File: src/rtl/jericalla_pkg.sv
// Shared types for the Buffer1 -> Demux -> {ALU, Buffer2} path: destination tag
// (identical to the demux op encoding) and scheduler state encoding.
package jericalla_pkg;

  typedef enum logic {
    DST_ALU  = 1'b0,
    DST_BUF2 = 1'b1
  } dst_e;

  typedef enum logic {
    S_IDLE = 1'b0,
    S_SEND = 1'b1
  } sched_state_e;

  localparam int unsigned WAIT_W = 8;

  // Number of sink legs, indexed by dst_e.
  localparam int unsigned NUM_DST = 2;

endpackage

File: src/rtl/sat_counter.sv
// Saturating up-counter: increments on inc and holds at all-ones.
module sat_counter #(
  parameter int unsigned CNT_W = 16
) (
  input  logic             clk,
  input  logic             rst_n,
  input  logic             inc,
  output logic [CNT_W-1:0] count
);

  logic [CNT_W-1:0] count_reg;
  logic [CNT_W-1:0] count_next;

  always_comb begin
    count_next = count_reg;
    if (inc && (count_reg != {CNT_W{1'b1}})) begin
      count_next = count_reg + 1'b1;
    end
  end

  always_ff @(posedge clk or negedge rst_n) begin
    if (!rst_n) begin
      count_reg <= '0;
    end else begin
      count_reg <= count_next;
    end
  end

  assign count = count_reg;

endmodule

File: src/rtl/demux_sched.sv
// Sequencing controller feeding the demux Q1/op inputs with a bounded-wait abort.
// Optional delivered-word statistics are built when DEMUX_SCHED_STATS_EN is defined.
module demux_sched
  import jericalla_pkg::*;
#(
  parameter int unsigned DATA_W  = 32,
  parameter int unsigned TIMEOUT = 15,
  parameter int unsigned CNT_W   = 16
) (
  input  logic              clk,
  input  logic              rst_n,
  input  logic              in_valid,
  input  logic [DATA_W-1:0] in_data,
  input  logic              in_op,
  output logic              in_ready,
  output logic [DATA_W-1:0] q1,
  output logic              op,
  output logic              alu_valid,
  input  logic              alu_ready,
  output logic              buf2_valid,
  input  logic              buf2_ready,
  output logic              busy,
  output logic              timeout_err,
  input  logic              err_clr
`ifdef DEMUX_SCHED_STATS_EN
  ,
  output logic [CNT_W-1:0]  alu_count,
  output logic [CNT_W-1:0]  buf2_count
`endif
);

  localparam logic [WAIT_W-1:0] WAIT_LIMIT = WAIT_W'(TIMEOUT);

  sched_state_e      state_reg, state_next;
  logic [DATA_W-1:0] q1_reg, q1_next;
  dst_e              op_reg, op_next;
  logic [WAIT_W-1:0] wait_cnt_reg, wait_cnt_next;
  logic              timeout_err_reg, timeout_err_next;

  logic              sel_ready;
  logic              abort;
  logic [NUM_DST-1:0] deliver;

  assign sel_ready = (op_reg == DST_BUF2) ? buf2_ready : alu_ready;

  always_comb begin
    state_next    = state_reg;
    q1_next       = q1_reg;
    op_next       = op_reg;
    wait_cnt_next = wait_cnt_reg;
    abort         = 1'b0;
    in_ready      = 1'b0;

    unique case (state_reg)
      S_IDLE: begin
        in_ready = 1'b1;
        if (in_valid) begin
          q1_next       = in_data;
          op_next       = dst_e'(in_op);
          wait_cnt_next = '0;
          state_next    = S_SEND;
        end
      end

      S_SEND: begin
        in_ready = sel_ready;
        if (sel_ready) begin
          wait_cnt_next = '0;
          if (in_valid) begin
            q1_next = in_data;
            op_next = dst_e'(in_op);
          end else begin
            q1_next    = '0;
            op_next    = DST_ALU;
            state_next = S_IDLE;
          end
        end else if (wait_cnt_reg + 1'b1 == WAIT_LIMIT) begin
          // Stalled sink: drop the word without bumping the counter.
          abort      = 1'b1;
          q1_next    = '0;
          op_next    = DST_ALU;
          state_next = S_IDLE;
        end else begin
          wait_cnt_next = wait_cnt_reg + 1'b1;
        end
      end

      default: begin
        state_next = S_IDLE;
      end
    endcase
  end

  // Abort outranks a clear arriving in the same cycle.
  always_comb begin
    timeout_err_next = timeout_err_reg;
    if (abort) begin
      timeout_err_next = 1'b1;
    end else if (err_clr) begin
      timeout_err_next = 1'b0;
    end
  end

  always_ff @(posedge clk or negedge rst_n) begin
    if (!rst_n) begin
      state_reg       <= S_IDLE;
      q1_reg          <= '0;
      op_reg          <= DST_ALU;
      wait_cnt_reg    <= '0;
      timeout_err_reg <= 1'b0;
    end else begin
      state_reg       <= state_next;
      q1_reg          <= q1_next;
      op_reg          <= op_next;
      wait_cnt_reg    <= wait_cnt_next;
      timeout_err_reg <= timeout_err_next;
    end
  end

  assign q1          = q1_reg;
  assign op          = op_reg;
  assign busy        = (state_reg == S_SEND);
  assign alu_valid   = busy && (op_reg == DST_ALU);
  assign buf2_valid  = busy && (op_reg == DST_BUF2);
  assign timeout_err = timeout_err_reg;

  assign deliver[DST_ALU]  = alu_valid && alu_ready;
  assign deliver[DST_BUF2] = buf2_valid && buf2_ready;

`ifdef DEMUX_SCHED_STATS_EN
  logic [CNT_W-1:0] counts [NUM_DST];

  for (genvar gi = 0; gi < NUM_DST; gi++) begin : g_stats
    sat_counter #(
      .CNT_W(CNT_W)
    ) u_cnt (
      .clk  (clk),
      .rst_n(rst_n),
      .inc  (deliver[gi]),
      .count(counts[gi])
    );
  end

  assign alu_count  = counts[DST_ALU];
  assign buf2_count = counts[DST_BUF2];
`else
  // Without statistics the delivery strobes have no consumer.
  logic unused_deliver;
  assign unused_deliver = ^deliver;
`endif

endmodule

File: config.mk
export PLATFORM = sky130hd
export DESIGN_NAME = demux_sched
export DESIGN_NICKNAME = d
export VERILOG_FILES = /design/src/rtl/jericalla_pkg.sv /design/src/rtl/sat_counter.sv /design/src/rtl/demux_sched.sv
export SDC_FILE = /design/constraint.sdc
export NUM_CORES = 1
export LEC_CHECK = 0
export ABC_CLOCK_PERIOD_IN_PS = 2450
export BUFFER_PORTS_ARGS = -buffer_cell sky130_fd_sc_hd__buf_2
export CAP_MARGIN = 20
export CORE_MARGIN = 2
export CORE_UTILIZATION = 36
export DETAILED_ROUTE_END_ITERATION = 12
export PLACE_DENSITY = 0.7
export SLEW_MARGIN = 20
export SYNTH_ARGS = -nofsm -noshare
export SYNTH_HDL_FRONTEND = slang
export SYNTH_SLANG_ARGS = --single-unit
File: constraint.sdc
create_clock -name clk -period 2.45 [get_ports clk]
set_input_delay 0.49 -clock clk [delete_from_list [all_inputs] [get_ports clk]]
set_output_delay 0.49 -clock clk [all_outputs]
set_load 0.01 [all_outputs]
==> qor.txt, run 1 <==
max_slew headroom: 53.04%
Unique masters post-synth: 38
worst stage delay on the critical path: 0.49 ns
vias per cell: 4.936
Comb pwr share: 24.8%
Clock Skew: 0.006326 ns
status: finished clean
crit-path max FO: 9
Switching Share: 30.24%
Iter 0 DRT Violations: 73
Crit Path Class: reg -> out
Placed Instance Area: 2554 µm²
fin area: 2686 µm²
Diodes inserted: 0
Min Clock Period, post-route: 2.244 ns
Max Root-Sink Buffers: 2
CTS H-tree lvls: 2
worst r2r src: wait_cnt_reg[1]
worst r2r dst: q1[8]
clock-pin slew on the worst setup and hold paths: 0.08 ns
number of fillers in the final layout: 541
Max Cap Viol: 0
Largest register FFs: 32
Hold Path Class: in -> async
Reg2Reg Depth: 6
Slew Limit Fails: 0
max frequency: 445.5 MHz
worst vdd ir: 289.7 µV
drt pass-1 iters: 4
CP required: 1.96 ns
slowest cell on the critical path: and2_1
syn avg cell area: 10.05 µm²
crit path launch: op
syn_nets: 249
layout cells sized above 1: 35.89%
async set or reset register ratio after synthesis: 100.0%
type of origin of the critical path: flip-flop
PostCTS Resize Cnt: 0
sequential area share after synthesis: 51.47%
vias in the first global route: 1655
Site Rows: 27
Slew @ Worst Pin: 0.7044 ns
clock share of power: 30.7%
gpl congestion: 0.8548
Crit. End Element: output pin
mapped cell area: 2091 µm²
Yosys warning total: 0
Final Total Pwr: 0.002081 W
first-pass GRT wire length: 7610 µm
leak pwr: 1.321 nW
final period utilization: 91.61%
Total Routed Length: 4572 µm
drc violations: 0
largest net degree at the start of global routing: 44
die area: 6433 µm²
CP delay by family, top: simple AND/OR/NAND/NOR gates
CP Cell Sequence: mux2i_1 > and2_1 > inv_6 > buf_2
setup violators final: 0
hold buffers post-CTS: 0
HPWL after DPL: 3299 µm
Via Count: 1772
Setup TNS Final: 0 ns
ANT nets after route: 0
cell taking the most area after synthesis: dfrtp_1
NetSw: 0.0006292 W
Chip Height: 80.21 µm
RSZ-0062 raised after global routing: false
wire per inst: 12.74 µm
Root Driver: clkbuf_8
Primary FF master, synth: dfrtp_1
count of boundary I/O pins: 77
R2R setup slack: 0.29 ns
die width: 80.21 µm
Placeable Area: 5574 µm²
number of flops mapped to enable cells by yosys: 0
dominant cells by area after synthesis: dfrtp_1 51%, a22oi_1 12%, o21ai_0 8.4%
Yosys reg bits: 43
top-area cell type share of the netlist area: 51.47%
Int Power: 0.001452 W
clock latency on the worst-skew pair: 0.29 ns
P&R area growth vs syn: 28.49%
initial antenna violation count: 0
CTS tree: done
register share of total power: 44.5%
TritonCTS Sinks: 43
post-CTS setup buffers: 0
I/O Buffers: 76
Syn Inst Count: 208
grt ovf: 0
areal power density over the cells: 774.6 nW/µm²
CTS buffer count: 5
CP bufs+invs: 2
Initial Util: 37.51%
Worst EP arrival: 1.75 ns
hold violation total from the final report: 0
GRT Util Overall: 15.17%
Final nets: 327
## cells in the mapped netlist (all sizes together), types with 2 or more instances
| master | number |
|---|---|
| a21oi | 5 |
| o21a | 2 |
| mux2i | 2 |
| and3 | 4 |
| dfrtp | 43 |
| and2 | 2 |
| ha | 2 |
| a22oi | 33 |
| nand2 | 2 |
| inv | 41 |
| clkbuf | 6 |
| buf | 4 |
| nor2 | 4 |
| nand3 | 4 |
| o21ai | 37 |
## through the flow
| step | std cells | setup WS [ns] | utilization (%) | hold slack (ns) |
|---|---|---|---|---|
| after floorplan | 208 | 0.7241 | - | 0.1944 |
| after global placement | 350 | 0.06053 | 45.54 | 0.4774 |
| after detailed placement | 351 | 0.2863 | 45.81 | 0.4796 |
| after CTS | 359 | 0.1906 | 48.19 | 0.1623 |
| after global routing | 359 | 0.06640 | 48.19 | 0.1675 |
| final | 359 | 0.2056 | 48.19 | 0.1645 |
## cell usage in the layout, fill, tap and decap left out, drive strengths merged, types with 4 or more instances in the layout
cell type and instances:
o21ai 37, clkbuf 6, a21oi 5, inv 41, a22oi 33, and3 4
nor2 4, dfrtp 43, nand3 4, buf 81
## logic make-up (layout without fill, tap and decap cells)
family	after synthesis	count (layout)	share of synthesized area (%)
AOI/OAI and AO/OA	88	88	28.79
buffers and inverters	51	130	10.83
DFF	43	43	51.47
and+or+nand+nor	22	22	6.763
adders and majority gates	2	2	1.197
muxes	2	2	0.9575
## area by class of cell
cell class	count	area, µm²	share of cell area [%]
clock inverters	2	60.06	2.236
multi-input cells	114	790.8	29.44
clock buffers	6	72.57	2.701
well taps	72	90.09	3.354
flip-flops and latches	43	1076	40.06
inverters	41	158.9	5.915
repair buffers	81	437.9	16.30
## routing by layer
layer  GRT usage (%)  routed length, µm  vias up
met1           20.90               2190      830
met5               0                  0        -
met3           4.157                258        6
met4           4.576                 45        0
met2           23.25               2078       55
li1                -                  -      881
## worst max path at each step
stage / end / depth (start not counted)
2_1_floorplan: q1[18] / 6
6_report: in_ready / 4
4_1_cts: in_ready / 4
5_1_grt: in_ready / 4
3_5_place_dp: q1[19] / 6
3_3_place_gp: wait_cnt_reg[1] / 5
## power by group through the flow
stage	combinational (W)	sequential (W)	clock, W
floorplan	0.000276	0.000972	0
global placement	0.000504	0.000933	0
detailed placement	0.000526	0.000936	0
CTS	0.000527	0.000926	0.000663
global route	0.000590	0.000947	0.000699
finish	0.000516	0.000926	0.000639
(Power assumes the default switching activity.)
==> inputs of run 2 (changes only) <==
ABC_CLOCK_PERIOD_IN_PS = 2560   (was 2450)
MAX_ROUTING_LAYER = met4   (was unset)
REMOVE_ABC_BUFFERS = 1   (was unset)
clock period = 2.56 ns   (was 2.45 ns; I/O delays follow)
==> run 2 against run 1 <==
Die area stayed put. Critical path depth stayed put. Cell count stayed put. Clock power is 18% lower. Critical path type unchanged. Critical endpoint unchanged.
==> qor.txt, run 2 (same netlist as run 1, synthesis figures left out) <==
Max Root-Sink Buffers: 2 (unchanged)
first-pass GRT wire length: 7769 µm (+2.1%)
max frequency: 448.7 MHz
Clock Skew: 0.005624 ns (-0.0007019 ns)
drt pass-1 iters: 4 (unchanged)
Slew @ Worst Pin: 0.8221 ns (+0.1177 ns)
CTS buffer count: 5 (unchanged)
TritonCTS Sinks: 43 (unchanged)
slowest cell on the critical path: and2_1
worst stage delay on the critical path: 0.48 ns (about the same)
GRT Util Overall: 15.68% (+0.51 points)
areal power density over the cells: 716.7 nW/µm² (-7.5%)
I/O Buffers: 76 (unchanged)
worst vdd ir: 293.7 µV (+1.4%)
most common cell after layout, fill and taps aside: buf_2
die width: 80.21 µm (unchanged)
ANT nets after route: 0 (unchanged)
number of fillers in the final layout: 551 (+1.8%)
max_slew headroom: 44.88% (-8.2 points)
Crit. End Element: output pin
Diodes inserted: 0 (unchanged)
Site Rows: 27 (unchanged)
initial antenna violation count: 0 (unchanged)
clock latency on the worst-skew pair: 0.29 ns (about the same)
Chip Height: 80.21 µm (unchanged)
Total Routed Length: 4702 µm (+2.8%)
hold violation total from the final report: 0 (unchanged)
Final nets: 327 (unchanged)
Largest register FFs: 32 (unchanged)
Slew Limit Fails: 0 (unchanged)
vias in the first global route: 1714 (+3.6%)
type of origin of the critical path: flip-flop
final period utilization: 87.06%
hold buffers post-CTS: 0 (unchanged)
RSZ-0062 raised after global routing: false
Iter 0 DRT Violations: 49 (-33%)
Hold Path Class: in -> async
CP Cell Sequence: mux2i_1 > and2_1 > inv_6 > buf_2
leak pwr: 1.309 nW (-0.90%)
wire per inst: 13.10 µm (+2.8%)
Initial Util: 37.51% (unchanged)
vias per cell: 5.014 (+1.6%)
crit-path max FO: 9 (unchanged)
Setup TNS Final: 0 ns (unchanged)
Min Clock Period, post-route: 2.229 ns
count of boundary I/O pins: 77 (unchanged)
P&R area growth vs syn: 26.93%
layout cells sized above 1: 36.24% (+0.35 points)
die area: 6433 µm² (unchanged)
HPWL after DPL: 3350 µm (+1.6%)
largest net degree at the start of global routing: 44 (unchanged)
Placeable Area: 5574 µm² (unchanged)
clock-pin slew on the worst setup and hold paths: 0.08 ns (about the same)
CP required: 2.05 ns (+0.09 ns)
Max Cap Viol: 0 (unchanged)
Via Count: 1800 (+1.6%)
CTS tree: done
Worst EP arrival: 1.72 ns (-0.03 ns)
status: finished clean
Crit Path Class: reg -> out
Final Total Pwr: 0.001902 W (-8.6%)
drc violations: 0 (unchanged)
PostCTS Resize Cnt: 0 (unchanged)
most frequent cells in the layout: 76 x buf_2, 43 x dfrtp_1, 40 x inv_1
Root Driver: clkbuf_8
gpl congestion: 0.8825 (+3.2%)
post-CTS setup buffers: 0 (unchanged)
setup violators final: 0 (unchanged)
grt ovf: 0 (unchanged)
CTS H-tree lvls: 2 (unchanged)
## run 2: worst paths after layout
check / start / to / slack, ns / depth (start not counted)
worst max register to register: wait_cnt_reg[0] / q1[17] / 0.40 / 6
worst max-delay path: op / in_ready / 0.33 / 4
worst min-delay path: rst_n / q1[25] / 0.28 / 2
min in group clk: in_data[23] / q1[23] / 0.46 / 3
worst min register to register: timeout_err / timeout_err / 0.49 / 1
max in group asynchronous: rst_n / q1[0] / 1.90 / 2
## run 2: critical path, delay by kind of cell (launching register included)
kind	cells	cell delay, ns
buffers and inverters	2	0.26
DFF	1	0.43
muxes	1	0.27
and+or+nand+nor	1	0.48
## run 2: through the flow
stage	hold WS (ns)	worst slack [ns]	cells	utilization (%)	area [µm²]
finish	0.2781	0.3313	359	47.61	2654
global route	0.3121	0.1485	359	47.61	2654
CTS	0.2991	0.3122	359	47.61	2654
detailed placement	0.4747	0.3591	351	45.59	2541
global placement	0.4674	0.2094	350	45.32	2526
floorplan	0.2164	0.5810	198	-	2023
## run 2: cell type report
type / count / area, µm² / area share [%]
well taps: 72 / 90.09 / 3.395
clock buffers: 5 / 68.82 / 2.593
repair buffers: 81 / 425.4 / 16.03
inverters: 41 / 158.9 / 5.988
multi-input cells: 114 / 790.8 / 29.80
clock inverters: 3 / 43.79 / 1.650
flip-flops and latches: 43 / 1076 / 40.55
## run 2: where the power goes
group          total, W  leakage [nW]  internal [W]  switching, W
logic          0.000492         0.696      0.000208      0.000284
clock network  0.000523        0.0581      0.000291      0.000232
registers      0.000887         0.555      0.000789     0.0000983
total           0.00190          1.31       0.00129      0.000615
## run 2: per-layer routing
layer,vias up,wire length [µm],track usage (%)
met5,-,0,-
met3,8,251,3.371
met1,849,2107,17.69
met2,64,2269,28.00
li1,879,-,-
met4,0,74,4.407
==> inputs of run 3 (changes only) <==
ABC_CLOCK_PERIOD_IN_PS = 2300   (was 2560)
clock period = 2.3 ns   (was 2.56 ns; I/O delays follow)
==> run 3 against run 2 <==
First-iteration DRC count grew 96%. Register-to-register slack got worse by 0.15 ns. Global-route usage fell by 0.23 points. Combinational power rose by 22%. Critical endpoint unchanged. Largest cell class unchanged.
==> qor.txt, run 3 (same netlist as run 1, synthesis figures left out) <==
status: finished clean
dpl ws: 0.1794 ns (-0.1797 ns)
final period utilization: 89.47%
Slew Limit Fails: 0 (unchanged)
clock-pin slew on the worst setup and hold paths: 0.08 ns (about the same)
CP required: 1.84 ns (-0.21 ns)
worst r2r src: wait_cnt_reg[0]
layout cells sized above 1: 36.99% (+0.75 points)
GRT Util Overall: 15.45% (-0.23 points)
I/O Buffers: 76 (unchanged)
grt ovf: 0 (unchanged)
largest net degree at the start of global routing: 24 (-45%)
hold buffers post-CTS: 0 (unchanged)
Chip Height: 80.21 µm (unchanged)
Switching Share: 32.23% (-0.11 points)
met1 usage: 19.16% (+1.5 points)
Worst EP arrival: 1.60 ns (-0.12 ns)
Placeable Area: 5574 µm² (unchanged)
Comb pwr share: 28.6% (+2.7 points)
Final Core Density: 48.06% (+0.45 points)
R2R setup slack: 0.25 ns (-0.15 ns)
drt pass-1 iters: 4 (unchanged)
met3 usage: 3.034% (-0.34 points)
crit path launch: op
Clock Skew: 0.004800 ns (-0.0008245 ns)
initial antenna violation count: 0 (unchanged)
drc violations: 0 (unchanged)
max frequency: 486.0 MHz
met2 global-route usage: 26.08% (-1.9 points)
Final nets: 332 (+1.5%)
register share of total power: 46.6% (about the same)
ANT nets after route: 0 (unchanged)
vias per cell: 4.951 (-1.3%)
gpl congestion: 0.8653 (-1.9%)
Initial Util: 37.51% (unchanged)
Iter 0 DRT Violations: 96 (+96%)
CTS tree: done
most common cell after layout, fill and taps aside: buf_2
post-CTS setup buffers: 0 (unchanged)
Site Rows: 27 (unchanged)
Top Usage Layer GRT: met2
clock latency on the worst-skew pair: 0.28 ns (about the same)
CTS H-tree lvls: 2 (unchanged)
Slew @ Worst Pin: 0.7763 ns (-0.04576 ns)
count of boundary I/O pins: 77 (unchanged)
Max Cap Viol: 0 (unchanged)
Crit. End Element: output pin
TritonCTS Sinks: 43 (unchanged)
NetSw: 0.0006728 W (+9.4%)
HPWL after DPL: 3456 µm (+3.2%)
Int Power: 0.001415 W (+9.9%)
Min Clock Period, post-route: 2.058 ns
Via Count: 1802 (+0.11%)
CTS buffer count: 5 (unchanged)
area of the multi-input gates: 790.8 µm² (unchanged)
Total Routed Length: 4637 µm (-1.4%)
crit-path max FO: 8 (-1)
Root Driver: clkbuf_8
vias in the first global route: 1668 (-2.7%)
number of fillers in the final layout: 548 (-0.54%)
leak pwr: 1.327 nW (+1.4%)
Max Root-Sink Buffers: 2 (unchanged)
worst r2r dst: q1[24]
first-pass GRT wire length: 7610 µm (-2.0%)
most frequent cells in the layout: 76 x buf_2, 43 x dfrtp_1, 40 x inv_1
Diodes inserted: 0 (unchanged)
PnR worst setup slack: 0.2422 ns (-0.08912 ns)
die width: 80.21 µm (unchanged)
setup violators final: 0 (unchanged)
Setup TNS Final: 0 ns (unchanged)
RSZ-0062 raised after global routing: false
Crit Path Class: reg -> out
type of origin of the critical path: flip-flop
clock share of power: 24.8% (-2.7 points)
Hold Path Class: in -> async
wire per inst: 12.74 µm (-2.7%)
area occupied by registers: 1076 µm² (unchanged)
P&R area growth vs syn: 28.13%
PostCTS Resize Cnt: 0 (unchanged)
Largest register FFs: 32 (unchanged)
areal power density over the cells: 779.3 nW/µm² (+8.7%)
Reg2Reg Depth: 7 (+1)
max_slew headroom: 47.94% (+3.1 points)
die area: 6433 µm² (unchanged)
worst vdd ir: 392.6 µV (+34%)
hold violation total from the final report: 0 (unchanged)
-- run 3: how the worst max path moves through the flow --
stage	end	slack (ns)	cells past startpoint
2_1_floorplan	q1[0]	0.37	3
3_3_place_gp	q1[28]	0.04	5
3_5_place_dp	q1[24]	0.18	6
4_1_cts	q1[24]	0.17	6
5_1_grt	q1[24]	0.04	6
6_report	in_ready	0.24	4
-- run 3: power by group through the flow --
stage          registers [W]  clock network [W]  logic (W)
4_1_cts             0.000974           0.000547   0.000607
3_5_place_dp        0.000987                  0   0.000606
6_report            0.000973           0.000517   0.000598
2_1_floorplan        0.00104                  0   0.000266
5_1_grt             0.000992           0.000580   0.000680
3_3_place_gp        0.000982                  0   0.000581
-- run 3: per-layer routing --
layer | vias to the layer above | part of all wire (%)
met5 | - | 0
met4 | 0 | 0.56
met3 | 5 | 5.8
met2 | 53 | 50
met1 | 855 | 44
li1 | 889 | -
-- run 3: final cells by class --
class	instances	share of cell area, %
clock buffers	8	3.737
inverters	41	5.932
multi-input cells	114	29.52
flip-flops and latches	43	40.17
well taps	72	3.363
repair buffers	86	17.28
-- run 3: worst max-delay path, cell delays in order, from the launching register on --
cell and delay (ns):
dfrtp_1 0.43, mux2i_1 0.28, and2_1 0.36, inv_6 0.09
buf_2 0.15
-- run 3: stage by stage --
| stage | instances | instance area, µm² | total power (W) | hold slack, ns |
|---|---|---|---|---|
| after detailed placement | 356 | 2579 | 0.001593 | 0.4458 |
| after floorplan | 198 | 2023 | 0.001302 | 0.1644 |
| after global routing | 364 | 2679 | 0.002251 | 0.1454 |
| after global placement | 355 | 2564 | 0.001563 | 0.4465 |
| final | 364 | 2679 | 0.002087 | 0.1174 |
| after CTS | 364 | 2679 | 0.002128 | 0.1238 |
